===== src/rtl/edge_capture_pkg.sv =====
// edge_capture_pkg: shared widths and the FIFO entry layout {stamp, data}
package edge_capture_pkg;
  localparam int STAMP_W = 6;
  localparam int CNT_W = 4;
  localparam int ENTRY_W = STAMP_W + 2;
  typedef struct packed {
    logic [STAMP_W-1:0] stamp;
    logic [1:0] data;
  } capture_entry_t;
endpackage


===== src/rtl/edge_capture_if.sv =====
// edge_capture_if: event read port (rd_valid/rd_ready handshake, rd_data value, rd_stamp timestamp)
interface edge_capture_if #(parameter int STAMP_W = edge_capture_pkg::STAMP_W);
  logic rd_valid;
  logic rd_ready;
  logic [1:0] rd_data;
  logic [STAMP_W-1:0] rd_stamp;
  modport master (output rd_valid, rd_data, rd_stamp, input rd_ready);
  modport slave (input rd_valid, rd_data, rd_stamp, output rd_ready);
endinterface


===== src/rtl/capture_fifo.sv =====
// capture_fifo: circular buffer, ports clk/rst, push/din in, pop/valid/dout out, drop pulses on a refused push
module capture_fifo #(
  parameter int DEPTH = 4,
  parameter int ENTRY_W = 8
) (
  input  logic clk,
  input  logic rst,
  input  logic push,
  input  logic [ENTRY_W-1:0] din,
  input  logic pop,
  output logic valid,
  output logic [ENTRY_W-1:0] dout,
  output logic drop
);
  localparam int AW = $clog2(DEPTH);
  logic [ENTRY_W-1:0] mem [DEPTH];
  logic [AW-1:0] wp, rp;
  logic [AW:0] cnt;
  logic full, do_pop, do_push;
  assign full = cnt == (AW+1)'(DEPTH);
  assign valid = cnt != '0;
  assign do_pop = pop && valid;
  // a full buffer still accepts a push when the head leaves in the same cycle
  assign do_push = push && (!full || do_pop);
  assign drop = push && !do_push;
  assign dout = valid ? mem[rp] : '0;
  always_ff @(posedge clk) begin
    if (rst) begin
      wp <= '0;
      rp <= '0;
      cnt <= '0;
    end else begin
      if (do_push) begin
        mem[wp] <= din;
        wp <= wp + AW'(1);
      end
      if (do_pop) rp <= rp + AW'(1);
      cnt <= cnt + (AW+1)'(do_push) - (AW+1)'(do_pop);
    end
  end
endmodule


===== src/rtl/edge_capture.sv =====
// edge_capture: change-event capture, ports clk/rst, en/in1/in2 sampled, rd event port, rise1/rise2 counts, overflow sticky
module edge_capture #(
  parameter int DEPTH = 4,
  parameter int STAMP_W = edge_capture_pkg::STAMP_W,
  parameter int CNT_W = edge_capture_pkg::CNT_W
) (
  input  logic clk,
  input  logic rst,
  input  logic en,
  input  logic in1,
  input  logic in2,
  edge_capture_if.master rd,
  output logic [CNT_W-1:0] rise1,
  output logic [CNT_W-1:0] rise2,
  output logic overflow
);
  localparam logic [CNT_W-1:0] MAX = '1;
  logic [1:0] s, cur;
  logic [STAMP_W-1:0] stamp;
  logic [STAMP_W+1:0] head;
  logic ev, pop, drop;
  assign cur = {in2, in1};
  assign ev = en && cur != s;
  assign pop = rd.rd_valid && rd.rd_ready;
  assign {rd.rd_stamp, rd.rd_data} = head;
  capture_fifo #(.DEPTH(DEPTH), .ENTRY_W(STAMP_W + 2)) u_fifo (
    .clk(clk),
    .rst(rst),
    .push(ev),
    .din({stamp, cur}),
    .pop(pop),
    .valid(rd.rd_valid),
    .dout(head),
    .drop(drop)
  );
  always_ff @(posedge clk) begin
    if (rst) begin
      s <= '0;
      stamp <= '0;
      rise1 <= '0;
      rise2 <= '0;
      overflow <= 1'b0;
    end else begin
      if (en) begin
        s <= cur;
        stamp <= stamp + STAMP_W'(1);
        if (in1 && !s[0] && rise1 != MAX) rise1 <= rise1 + CNT_W'(1);
        if (in2 && !s[1] && rise2 != MAX) rise2 <= rise2 + CNT_W'(1);
      end
      if (drop) overflow <= 1'b1;
    end
  end
endmodule

===== src/flat_wrapper.sv =====
// flat-port wrapper written by rule: the top's interface ports become plain ports
module edge_capture_flat 
#(
  parameter int DEPTH = 4,
  parameter int STAMP_W = edge_capture_pkg::STAMP_W,
  parameter int CNT_W = edge_capture_pkg::CNT_W
)
  (clk, rst, en, in1, in2, rise1, rise2, overflow, rd_rd_valid, rd_rd_data, rd_rd_stamp, rd_rd_ready);
  edge_capture_if #(.STAMP_W(STAMP_W)) rd_i ();
  input  logic clk;
  input  logic rst;
  input  logic en;
  input  logic in1;
  input  logic in2;
  output logic [CNT_W-1:0] rise1;
  output logic [CNT_W-1:0] rise2;
  output logic overflow;
  output wire logic [$bits(rd_i.rd_valid)-1:0] rd_rd_valid;
  output wire logic [$bits(rd_i.rd_data)-1:0] rd_rd_data;
  output wire logic [$bits(rd_i.rd_stamp)-1:0] rd_rd_stamp;
  input wire logic [$bits(rd_i.rd_ready)-1:0] rd_rd_ready;
  assign rd_rd_valid = rd_i.rd_valid;
  assign rd_rd_data = rd_i.rd_data;
  assign rd_rd_stamp = rd_i.rd_stamp;
  assign rd_i.rd_ready = rd_rd_ready;
  edge_capture #(.DEPTH(DEPTH), .STAMP_W(STAMP_W), .CNT_W(CNT_W)) u_core (.clk(clk), .rst(rst), .en(en), .in1(in1), .in2(in2), .rd(rd_i), .rise1(rise1), .rise2(rise2), .overflow(overflow));
endmodule

===== config.mk =====
export PLATFORM = sky130hd
export DESIGN_NAME = edge_capture_flat
export DESIGN_NICKNAME = d
export VERILOG_FILES = /design/src/rtl/edge_capture_pkg.sv /design/src/rtl/edge_capture_if.sv /design/src/rtl/capture_fifo.sv /design/src/rtl/edge_capture.sv /design/src/flat_wrapper.sv
export SDC_FILE = /design/constraint.sdc
export NUM_CORES = 1
export LEC_CHECK = 0
export ABC_AREA = 1
export CAP_MARGIN = 20
export CORE_ASPECT_RATIO = 0.7
export CORE_MARGIN = 4
export CORE_UTILIZATION = 51
export DETAILED_ROUTE_END_ITERATION = 12
export PLACE_DENSITY = 0.85
export SYNTH_ARGS = -nofsm -noshare
export SYNTH_HDL_FRONTEND = slang
export SYNTH_SLANG_ARGS = --single-unit

===== constraint.sdc =====
create_clock -name clk -period 1.8 [get_ports clk]
set_input_delay 0.36 -clock clk [delete_from_list [all_inputs] [get_ports clk]]
set_output_delay 0.36 -clock clk [all_outputs]
set_load 0.1 [all_outputs]

==> results.md <==
* Outcome: complete, but fails checks
* Violated checks: setup timing
* Synthesized area at 2559 um2
* Cell area after layout at 3587 um2
* Min-delay worst type: flop to flop
* Area fraction of the dominant cell type after synthesis at 37.56%
* Setup slack at placement at -704.9 ps
* Crit path DAT at 1500 ps
* RSZ-0062 raised after global routing: yes
* Fin. Hold Viols at 0
* Placeable Area at 4808 um2
* CTS sink cnt at 58
* Die Y at 67.26 um
* Primary FF master, synth: edfxtp_1
* WP data required at 1440 ps
* Hold depth at 2
* RR Endpoint: u_core.u_fifo.cnt[1]
* Clk slew on worst S/H paths at 60 ps
* Synth Warn # at 0
* WL/cell at 14.71 um
* Placed instance area at 3317 um2
* Area Growth Syn to Fin at 40.20%
* Tot GR Track Use at 20.09%
* CTS HTree Levels at 3
* DP HPWL at 4.008 mm
* Power Density at 1492 nW/um2
* Global placement routability congestion at 0.7995
* GRT overflow at 0
* Fin cells at 388
* Period Utilization, post-route at 103.2%
* Measured slew at the worst slew-check pin at 340.0 ps
* Layout cells sized above 1 at 33.54%
* Leakage Power at 1.364 nW
* Synth Net Count at 282
* Met3 usage at 7.238%
* Clk_lat worst skew at 340 ps
* Initial antenna violation count at 0
* R2R depth at 10
* Met1 Use GR at 23.78%
* Startpoint Class: flop
* CTS root buf: clkbuf_8
* Vias per inst at 5.214
* First-pass DRT Iterations at 4
* Setup-failing EPs final at 9
* Fmax at 538.3 MHz
* Die area at 6232 um2
* Number of global-route vias before repair at 1,963
* Final Skew at 13.68 ps
* Post-synth top area cell: edfxtp_1
* Max transition margin at 77.09%
* Cell Chain, Critical Path: buf_6, nor2_2, nor2_2, o21ai_2, a21oi_4, buf_12
* Fin crit period at 1858 ps
* Setup ws final at -57.59 ps
* Initial Util at 53.21%
* Origin of the critical flop-to-flop path: u_core.s[0]
* Max Cap Violations at 0
* GR peak layer: met2
* Synth Area per Inst at 9.655 um2
* Layout net count at 331
* First-pass GRT wire length at 9.356 mm
* R2R setup slack at -50 ps
* # DRC at 0
* DR vias at 2,023
* Die W at 92.66 um
* Pwr Total at 5.353 mW
* Critical-path top delay cell: dfxtp_4
* # hold bufs at CTS at 0
* Detail Route Antenna Nets at 0
* CP peak stage delay at 400 ps
* Row Count at 21
* Register area share after synthesis at 57.90%
* Synth area leaders: edfxtp_1, dfxtp_1, nor2_1
* Crit Path Class: flop to output port
* Peak supply drop at 700.0 uV
* Hold path start: u_core.s[1]
* Hold endpoint: u_core.s[1]
* DRC violation total after the first TritonRoute iteration at 110
* Synth unique cells at 24
* Top cell by count, worst path: nor2_2
* Largest net degree at the start of global routing at 21
* Ys async rst share at 0%
* Drt total wl at 5.709 mm
* Max clock buf depth at 2
* Post-synth EDFFs at 32
* I/O Pins at 24
* Critical Path End Type: output port
* Pins Over Slew Limit at 0
* Max FO, Critical Path at 5
* Flops & latches, synth at 58
* Mapped Cells at 265
* CTS buffer count at 9
* # port buffers at 23
* Placed cells at 370
* Ant. Diodes at 0
* Met2 Resource Use GR at 34.42%
* CTS tree: yes
logic make-up after synthesis:
group / count (synthesis) / share of synthesized area [%]
AOI/OAI and AO/OA: 50 / 10.22
xor gates and xnor gates: 2 / 0.6847
adders and majority gates: 11 / 5.672
buffers and inverters: 35 / 6.405
DFF: 58 / 57.90
and+or+nand+nor: 109 / 19.12
area by class of cell:
type / instances / area (um2)
multi-input combinational: 172 / 1122
clock inverter: 4 / 20.02
fill: 319 / 1221
timing repair buffer: 45 / 599.3
clock buffer: 12 / 145.1
sequential: 58 / 1498
tap: 69 / 86.33
inverter: 28 / 116.4
layer usage:
layer  routed length, um  up-vias
met5                   0        -
met4                 103        0
met2                2833       62
met1                2431      967
met3                 341       10
li1                    -      984
Yosys cell counts (4+ instances only):
library cell,instances
nand3_1,12
dfxtp_1,26
edfxtp_1,32
nand2_1,32
nor3_1,5
ha_1,10
nor2_1,50
inv_1,26
nor3b_2,4
a21oi_1,25
o21ai_0,24
worst max-delay path, delay by kind of cell, from the launching register on:
family | cells | cell delay, ps
AND/OR/NAND/NOR | 2 | 150
buffers and inverters | 2 | 330
flip-flops | 1 | 400
AO/OA/AOI/OAI | 2 | 280
how the worst max path moves through the flow:
stage / endpoint / slack [ps] / depth (start not counted)
floorplan: rd_rd_data[0] / -130 / 4
global placement: u_core.u_fifo.cnt[1] / -610 / 10
detailed placement: u_core.u_fifo.cnt[1] / -700 / 10
CTS: rd_rd_stamp[0] / -60 / 6
global route: rd_rd_stamp[0] / -120 / 6
finish: rd_rd_stamp[0] / -60 / 6
flip-flops by register name (all words and copies together) (netlist names), named ones only:
register and count:
u_core.s 2, u_core.u_fifo.wp 2, u_core.u_fifo.rp 2, u_core.u_fifo.cnt 3, u_core.overflow 1, u_core.stamp 6, u_core.u_fifo.mem 32, u_core.rise1 4
u_core.rise2 4
what timing repair did:
item                                    in CTS  in global routing
pin swaps                                    7                 10
buffers inserted                             1                  0
gates resized for setup                     35                 15
endpoints found under the setup margin      42                 10
gates cloned                                 1                  0
hold endpoints to repair                     0                  0
per-stage QoR:
stage | hold WS (ps) | utilization [%] | TNS (ps)
finish | 473.4 | 74.60 | -357.7
global route | 494.8 | 74.60 | -999.0
CTS | 476.5 | 73.46 | -445.0
detailed placement | 479.7 | 68.98 | -16980
global placement | 477.6 | 68.98 | -15330
floorplan | 458.9 | - | -1107
report_power, final:
group | switching (mW) | total, mW | leakage (nW) | internal (mW)
sequential | 0.105 | 1.61 | 0.512 | 1.51
clock | 0.481 | 1.01 | 0.0899 | 0.527
combinational | 1.75 | 2.73 | 0.763 | 0.980
total | 2.34 | 5.35 | 1.36 | 3.01
cell usage in the layout, fill, tap and decap left out, types with 2 or more instances in the layout:
cell / count
nor2_1: 42
edfxtp_1: 32
nand2_1: 30
inv_1: 21
buf_12: 19
a21oi_1: 17
dfxtp_1: 17
buf_4: 17
nand3_1: 12
clkbuf_8: 10
a21oi_4: 9
o21ai_1: 9
o21ai_0: 9
nor2_2: 8
ha_1: 7
dfxtp_2: 7
o21ai_2: 6
nor3_1: 5
inv_2: 4
nor3b_2: 4
clkinv_2: 4
buf_6: 4
ha_4: 3
dlygate4sd2_1: 3
nand2_4: 2
xor2_1: 2
nand4_1: 2
dfxtp_4: 2
clkbuf_1: 2
clkdlybuf4s50_1: 2
No activity file was read; power rests on OpenSTA's default activity.
